**config.mk**
```make
export PLATFORM = sky130hd
export DESIGN_NAME = vga_stream
export DESIGN_NICKNAME = d
export VERILOG_FILES = /design/src/rtl/vga_pkg.sv /design/src/rtl/vga_timing.sv /design/src/rtl/vga_stream.sv
export SDC_FILE = /design/constraint.sdc
export NUM_CORES = 1
export LEC_CHECK = 0
export BUFFER_PORTS_ARGS = -buffer_cell sky130_fd_sc_hd__buf_2
export CORE_MARGIN = 2
export CORE_UTILIZATION = 52
export CTS_BUF_LIST = sky130_fd_sc_hd__clkbuf_8
export DETAILED_ROUTE_END_ITERATION = 10
export PLACE_DENSITY = 0.82
export SYNTH_ARGS = -nofsm -noshare
export SYNTH_HDL_FRONTEND = slang
export SYNTH_SLANG_ARGS = --single-unit
```
**constraint.sdc**
```tcl
create_clock -name CLK -period 2.63 [get_ports CLK]
set_clock_uncertainty 0.05 [all_clocks]
set_input_delay 0.3945 -clock CLK [delete_from_list [all_inputs] [get_ports CLK]]
set_output_delay 0.3945 -clock CLK [all_outputs]
set_load 0.02 [all_outputs]
```
**src/rtl/vga_pkg.sv**
```systemverilog
// Shared types, default timing and colour-widening helpers for the VGA stream output.
package vga_pkg;

  typedef enum logic [1:0] {IDLE, SEEK, RUN, RESYNC} state_t;
  typedef enum logic {RGB565, RGB888} pix_fmt_t;

  localparam int unsigned DEF_HDISP  = 640;
  localparam int unsigned DEF_VDISP  = 480;
  localparam int unsigned DEF_HFP    = 16;
  localparam int unsigned DEF_HPULSE = 96;
  localparam int unsigned DEF_HBP    = 48;
  localparam int unsigned DEF_VFP    = 11;
  localparam int unsigned DEF_VPULSE = 2;
  localparam int unsigned DEF_VBP    = 31;

  localparam int unsigned PIX_W = 24;
  localparam int unsigned COL_W = 10;

  typedef struct packed {
    logic [COL_W-1:0] r;
    logic [COL_W-1:0] g;
    logic [COL_W-1:0] b;
  } rgb10_t;

  // Narrow components are widened by repeating their MSBs into the new LSBs.
  function automatic rgb10_t widen565(input logic [15:0] d);
    rgb10_t c;
    c.r = {d[4:0], d[4:0]};
    c.g = {d[10:5], d[10:7]};
    c.b = {d[15:11], d[15:11]};
    return c;
  endfunction

  function automatic rgb10_t widen888(input logic [23:0] d);
    rgb10_t c;
    c.r = {d[7:0], d[7:6]};
    c.g = {d[15:8], d[15:14]};
    c.b = {d[23:16], d[23:22]};
    return c;
  endfunction

  function automatic rgb10_t widen(input pix_fmt_t fmt, input logic [PIX_W-1:0] d);
    return (fmt == RGB888) ? widen888(d) : widen565(d[15:0]);
  endfunction

endpackage

```
**src/rtl/vga_timing.sv**
```systemverilog
// Horizontal/vertical raster counters with sync, active-region and frame-boundary decode.
module vga_timing #(
  parameter int unsigned HDISP  = 640,
  parameter int unsigned VDISP  = 480,
  parameter int unsigned HFP    = 16,
  parameter int unsigned HPULSE = 96,
  parameter int unsigned HBP    = 48,
  parameter int unsigned VFP    = 11,
  parameter int unsigned VPULSE = 2,
  parameter int unsigned VBP    = 31
) (
  input  logic clk,
  input  logic rst,
  input  logic run,
  output logic active_c,
  output logic hs_c,
  output logic vs_c,
  output logic eof_c,
  output logic sof_c
);

  localparam int unsigned HTOT = HDISP + HFP + HPULSE + HBP;
  localparam int unsigned VTOT = VDISP + VFP + VPULSE + VBP;
  localparam int unsigned HW   = $clog2(HTOT);
  localparam int unsigned VW   = $clog2(VTOT);

  logic [HW-1:0] ct_h;
  logic [VW-1:0] ct_v;
  logic          h_last;
  logic          v_last;

  assign h_last = (ct_h == HW'(HTOT - 1));
  assign v_last = (ct_v == VW'(VTOT - 1));

  // Counters sit at the origin whenever the raster is stopped.
  always_ff @(posedge clk) begin
    if (rst || !run) begin
      ct_h <= '0;
      ct_v <= '0;
    end else if (h_last) begin
      ct_h <= '0;
      ct_v <= v_last ? '0 : ct_v + VW'(1);
    end else begin
      ct_h <= ct_h + HW'(1);
    end
  end

  assign active_c = (32'(ct_h) < HDISP) && (32'(ct_v) < VDISP);
  assign hs_c     = (32'(ct_h) >= HDISP + HFP) && (32'(ct_h) < HDISP + HFP + HPULSE);
  assign vs_c     = (32'(ct_v) >= VDISP + VFP) && (32'(ct_v) < VDISP + VFP + VPULSE);
  assign eof_c    = h_last && v_last;
  assign sof_c    = (ct_h == '0) && (ct_v == '0);

endmodule

```
**src/rtl/vga_stream.sv**
```systemverilog
// Pixel-stream to VGA converter: frame lock FSM, stream handshake and registered colour/sync outputs.
module vga_stream
  import vga_pkg::*;
#(
  parameter int unsigned HDISP  = DEF_HDISP,
  parameter int unsigned VDISP  = DEF_VDISP,
  parameter int unsigned HFP    = DEF_HFP,
  parameter int unsigned HPULSE = DEF_HPULSE,
  parameter int unsigned HBP    = DEF_HBP,
  parameter int unsigned VFP    = DEF_VFP,
  parameter int unsigned VPULSE = DEF_VPULSE,
  parameter int unsigned VBP    = DEF_VBP,
  parameter bit          HS_POL = 1'b0,
  parameter bit          VS_POL = 1'b0,
  parameter pix_fmt_t    PIX_FMT = RGB565
) (
  input  logic             CLK,
  input  logic             RST,
  input  logic             EN,
  input  logic [PIX_W-1:0] S_DATA,
  input  logic             S_VALID,
  input  logic             S_SOF,
  output logic             S_READY,
  output logic             VGA_HS,
  output logic             VGA_VS,
  output logic             VGA_BLANK,
  output logic             VGA_SYNC,
  output logic [COL_W-1:0] VGA_R,
  output logic [COL_W-1:0] VGA_G,
  output logic [COL_W-1:0] VGA_B,
  output logic             FRAME_START,
  output logic             UNDERFLOW,
  output logic             SOF_ERR
);

  state_t state;
  rgb10_t rgb;
  logic   run;
  logic   active_c;
  logic   hs_c;
  logic   vs_c;
  logic   eof_c;
  logic   sof_c;
  logic   ready_c;

  assign run = EN && (state != IDLE);

  vga_timing #(
    .HDISP (HDISP),
    .VDISP (VDISP),
    .HFP   (HFP),
    .HPULSE(HPULSE),
    .HBP   (HBP),
    .VFP   (VFP),
    .VPULSE(VPULSE),
    .VBP   (VBP)
  ) u_timing (
    .clk     (CLK),
    .rst     (RST),
    .run     (run),
    .active_c(active_c),
    .hs_c    (hs_c),
    .vs_c    (vs_c),
    .eof_c   (eof_c),
    .sof_c   (sof_c)
  );

  // While seeking, a SOF beat is left waiting on the bus until the frame boundary.
  always_comb begin
    ready_c = 1'b0;
    if (EN) begin
      case (state)
        SEEK:    ready_c = !active_c && !(S_VALID && S_SOF);
        RUN:     ready_c = active_c;
        default: ready_c = 1'b0;
      endcase
    end
  end

  assign S_READY  = ready_c;
  assign VGA_SYNC = 1'b0;
  assign VGA_R    = rgb.r;
  assign VGA_G    = rgb.g;
  assign VGA_B    = rgb.b;

  always_ff @(posedge CLK) begin
    if (RST) begin
      state       <= IDLE;
      VGA_HS      <= ~HS_POL;
      VGA_VS      <= ~VS_POL;
      VGA_BLANK   <= 1'b0;
      rgb         <= '0;
      FRAME_START <= 1'b0;
      UNDERFLOW   <= 1'b0;
      SOF_ERR     <= 1'b0;
    end else if (!EN) begin
      state       <= IDLE;
      VGA_HS      <= ~HS_POL;
      VGA_VS      <= ~VS_POL;
      VGA_BLANK   <= 1'b0;
      rgb         <= '0;
      FRAME_START <= 1'b0;
    end else begin
      VGA_HS      <= hs_c ? HS_POL : ~HS_POL;
      VGA_VS      <= vs_c ? VS_POL : ~VS_POL;
      VGA_BLANK   <= active_c && (state != IDLE);
      rgb         <= '0;
      FRAME_START <= 1'b0;
      case (state)
        IDLE: state <= SEEK;
        SEEK: begin
          if (S_VALID && S_SOF && eof_c) state <= RUN;
        end
        RUN: begin
          FRAME_START <= sof_c;
          if (active_c) begin
            if (!S_VALID) begin
              UNDERFLOW <= 1'b1;
              state     <= RESYNC;
            end else begin
              rgb <= widen(PIX_FMT, S_DATA);
              // A misplaced SOF is still shown; the stream is then re-locked.
              if (S_SOF != sof_c) begin
                SOF_ERR <= 1'b1;
                state   <= RESYNC;
              end
            end
          end
        end
        RESYNC: begin
          if (eof_c) state <= SEEK;
        end
        default: state <= IDLE;
      endcase
    end
  end

endmodule

```
* After elaboration in Yosys (flattened, before gate mapping)
Cells that the tools add are included.
Operators by class: $add $sub $neg 2, $lt $le $gt $ge 6, eq/ne operators 10, mux-type cells 11, bitwise operators 4, reductions and logical operators 25
Operators by type and width (count):
- 10-bit by 1-bit adder with 10-bit output, second input constant | 2
- 10-bit equality test, second input constant | 2
- 10-bit zero test | 2
- 10-bit < comparator, second input constant | 2
- 10-bit by 9-bit < comparator with 1-bit output, second input constant | 2
- 10-bit >= comparator, second input constant | 1
- 10-bit by 9-bit >= comparator with 1-bit output, second input constant | 1
- 1-bit logical AND | 10
- 10-bit 2-to-1 mux | 1
- 2-bit 2-to-1 mux | 5
- 2-bit case mux with 4 select lines | 1
- 4-bit AND reduction | 2
- 2-bit inequality test, second input constant | 3
- 5-bit AND reduction | 1
- 5-bit OR reduction | 1
- 2-bit equality test, second input constant | 2
- 1-bit inverter | 4
- 2-bit OR reduction | 2
- 1-bit zero test | 3
- 1-bit 2-to-1 mux | 3
- 3-bit inequality test, second input constant | 1
- 3-bit OR reduction | 1
- 2-bit by 1-bit equality test with 1-bit output, second input constant | 1
- 2-bit zero test | 1
- other kinds (4) | 4
Storage, ports and cells: bits in registers 58, input bits 29, output and inout bits 38, word-level logic and storage cells 70

* Depth between registers and ports, before layout
depth in word-level cells 7, gate-level depth with buffers 7, gate-level depth less buffers 7

* Cells and area by module
From an unflattened synthesis, not the netlist that was laid out.
Second synthesis, totals: cell total of the unflattened synthesis 221, area total of the unflattened synthesis 2078.2 µm²
By module, submodules not included:
- vga_timing | times used 1, cells an instance 125, area an instance 1106.1 µm², seq. area each 400.4 µm²
- vga_stream | times used 1, cells an instance 96, area an instance 972.2 µm², seq. area each 480.5 µm²

* Worst setup path before layout
Ideal clock, no wire load.
kind reg2reg, from register u_timing.ct_v[2], to register state[0], library setup time 79 ps, arrival time 1733 ps, data required time 2501 ps, path slack 768 ps, stages on the path, launching flop included 7, path buffers 0, cell sequence dfxtp_1 or4_4 nor3_2 nand2_1 a221oi_2 o21ai_2 a211oi_2
On the way: cells in the longest elaborated chain, start to end 5, elaborated cells between the ends (all ways) 13, those cells by class 1 x order compare; 6 x eq/ne; 6 x reduce/logical
RTL lines:
- from (decl) | line vga_timing.sv:28 | logic [VW-1:0] ct_v;
- from (signal assigned) | line vga_timing.sv:42 | ct_v <= v_last ? '0 : ct_v + VW'(1);
- parallel branches: the longest is 4 deep, another holds 10-bit by 9-bit < comparator with 1-bit output
- 4-bit AND reduction (no line) *
- to (signal assigned) | line vga_stream.sv:125 | state <= RESYNC;
- to (signal assigned) | line vga_stream.sv:131 | if (eof_c) state <= SEEK;
- to (signal assigned) | line vga_stream.sv:133 | default: state <= IDLE;
- to (decl) | line vga_stream.sv:36 | state_t state;
Mark *: on every way between the ends. A chain may end at the register's enable or synchronous reset.

* Worst setup path in the final report
from register u_timing.ct_h[0], to register u_timing.ct_v[7]
On the way: cells in the longest elaborated chain, start to end 1
RTL lines:
- from (decl) | line vga_timing.sv:27 | logic [HW-1:0] ct_h;
- from (signal assigned) | line vga_timing.sv:44 | ct_h <= ct_h + HW'(1);
- 10-bit equality test | line vga_timing.sv:32 | assign h_last = (ct_h == HW'(HTOT - 1));
No other way between the ends.

==> reports/qor.yml <==
setup_tns_ps: 0
synth_cells: 214
die_w_um: 65.56
clock_latency_ps: 300
dieArea_mm2: 0.004298
setup_viol: 0
cts_tree: "done"
core_mm2: 0.003661
grt_pass1_wl_mm: 6.009
die_h_um: 65.56
start_util: 0.5383
startpoint_type: "flop"
fillers: 295
crit_path_cell_trace: "ha_1, and4_1, nand4_1, nor3_1, nand3_1, xor2_1, nor2_1"
hold_path_class: "in2reg"
cp_max_fo: 9
seq_power_share: 0.537
post-cts-setup-buffer-count: 0
max_cap_viol_count: 0
multiInputGateArea_um2: 943.4
power_frac_comb: 0.052
async_flop_share: 0
required_ps: 2760
power.density_mw_per_mm2: 541.3
ios: 67
status: "finished clean"
synth_nets: 253
placed_cell_area_mm2: 0.002203
max_clock_freq_ghz: 0.4705
syn_area_mm2: 0.001971
drc: 0
grt_max_degree: 18
cts_made_buffers: 5
synth_edf_count: 0
drv_slew: 0
synth_top_area_cell: "dfxtp_1"
std_cell_rows: 22
p_leak_nw: 1.052
hold_path_depth: 2
vias: 1579
htreeDepth: 2
period_minus_slack_ps: 2125
power_frac_clock: 0.412
rsz0062_at_grt: "no"
regToRegSetupSlack_ps: 500
reg2reg_to: "u_timing.ct_v[7]"
hold_buffers: 0
synth_top_flop_cell: "dfxtp_1"
switching_power_mw: 0.2710
hold_viol: 0
power_mw: 1.256
hpwl_mm: 2.743
min_from: "S_DATA[7]"
grt_pass1_vias: 1411
diodes: 0
design_area_mm2: 0.002320
grt_use_total: 0.1832
ctsResizeCount: 0
syn2layout_area_growth_pct: 17.71
grt-ovfl-total: 0
place_ws_ps: 527.8
synth_area_per_cell_um2: 9.209
synth_top_area_frac: 0.4470
synth_common_cells: "dfxtp_1 (44), nor2_1 (26), nand2_1 (17)"
cts.sinks: 44
rr_worst_depth: 7
max_stage_delay_ps: 410
routedWlPerCell_um: 11.65
min_to: "VGA_G[6]"
drive_above_1_share: 0.2890
antenna_found_initial: 0
ys_seq_area_frac: 0.4470
port_buffers: 57
vias_per_cell: 5.077
clkSlewWorstSetupHoldPaths_ps: 90
crit_path_end_kind: "flop"
synth.distinct_cells: 37
internal_power_mw: 0.9847
synth_seq_cells: 44
cts.path.max_buffers: 2
ir_drop_v: 0.0002633
worstPathArrival_ps: 2260
r2r_start: "u_timing.ct_h[0]"
drtPass1Iterations: 4
ys_top_cells_by_area: "dfxtp_1 (45%), ha_1 (6.3%), buf_4 (5.7%)"
regArea_um2: 880.8
gp_congestion: 0.8590
yosysWarnings: 0
nets: 301
ant_nets: 0
period_share: 0.8081
swShare: 0.2158
wirelength_mm: 3.624
ctsRootBufferMaster: "clkbuf_8"
yosysMostFrequentCell: "dfxtp_1"
cp_slowest_cell: "nor3_1"
drtIter0Drc: 65
path_class: "reg2reg"
final.setup.worst_slack_ps: 504.8
worstSetupStartpoint: "u_timing.ct_h[0]"
-- metrics by stage --
| step | utilization | hold WS (ps) | instances |
|---|---|---|---|
| 5_1_grt | 0.6336 | 224.4 | 311 |
| 2_1_floorplan | - | 370.2 | 214 |
| 3_3_place_gp | 0.6018 | 387.9 | 303 |
| 6_report | 0.6336 | 238.3 | 311 |
| 4_1_cts | 0.6336 | 228.2 | 311 |
| 3_5_place_dp | 0.6018 | 417.6 | 303 |
-- worst max path at each step --
stage,end,slack (ps)
2_1_floorplan,state[0],770
3_3_place_gp,u_timing.ct_v[7],610
3_5_place_dp,u_timing.ct_v[7],530
4_1_cts,u_timing.ct_v[7],510
5_1_grt,u_timing.ct_v[7],330
6_report,u_timing.ct_v[7],500
-- critical path: cells and delay by family (launching register included) --
| family | cells | cell delay (ps) |
|---|---|---|
| AND/OR/NAND/NOR | 5 | 1180 |
| adder cells (fa/ha/maj) | 1 | 230 |
| XOR/XNOR | 1 | 150 |
| flip-flops | 1 | 400 |
-- logic make-up after synthesis --
logic type	Yosys count	share of synthesized area
XOR/XNOR	15	0.07048
buffers and inverters	24	0.07429
flip-flops	44	0.4470
AND/OR/NAND/NOR	102	0.2762
adder cells (fa/ha/maj)	10	0.06349
AO/OA/AOI/OAI	16	0.05650
multiplexers	2	0.01016
other	1	0.001903
-- state kept, by name, summed over array words and instances, names as in the netlist --
signal         count
u_timing.ct_h     10
u_timing.ct_v     10
VGA_G              6
VGA_B              5
VGA_R              5
state              2
FRAME_START        1
SOF_ERR            1
UNDERFLOW          1
VGA_BLANK          1
VGA_HS             1
VGA_VS             1
-- power by group through the flow --
stage               clock network (mW)  registers, mW  logic (mW)
CTS                              0.530          0.674      0.0653
global placement                     0          0.689      0.0631
floorplan                            0          0.691      0.0378
detailed placement                   0          0.690      0.0646
finish                           0.517          0.674      0.0648
global route                     0.560          0.674      0.0728
-- metal layers --
metal,routed length [um],track usage,up-vias
met5,0,0,-
met4,55,0.07031,0
met3,286,0.05993,6
met2,1681,0.3240,68
met1,1600,0.2028,710
li1,-,-,795
-- cell type report --
class,count,area share
Multi-Input combinational cell,146,0.4067
Sequential cell,44,0.3797
Timing Repair Buffer,58,0.1262
Clock buffer,5,0.02967
Tap cell,48,0.02589
Clock inverter,3,0.02050
Inverter,7,0.01133
-- cells in the final DEF, fill, tap and decap left out, types with 2 or more instances in the layout --
master    netlist  final
inv_1           7      7
o21ai_0         3      3
buf_2           0     57
mux2i_1         2      2
nor2_1         26     26
nand4_1         5      5
nor4_1          2      2
o21ai_1         2      2
and3_1          4      4
xor2_1          9      9
and4_1          2      2
dfxtp_1        44     44
nand3_1        12     12
a21oi_1         5      5
nand2b_1        2      2
and2_1         16     16
nand2_1        17     17
clkinv_4        0      2
clkbuf_8        0      5
ha_1           10     10
or3_1           4      4
xnor2_1         5      5
nor3_1          3      3
or2_2           3      3
Power figures use the tool's default switching activity.
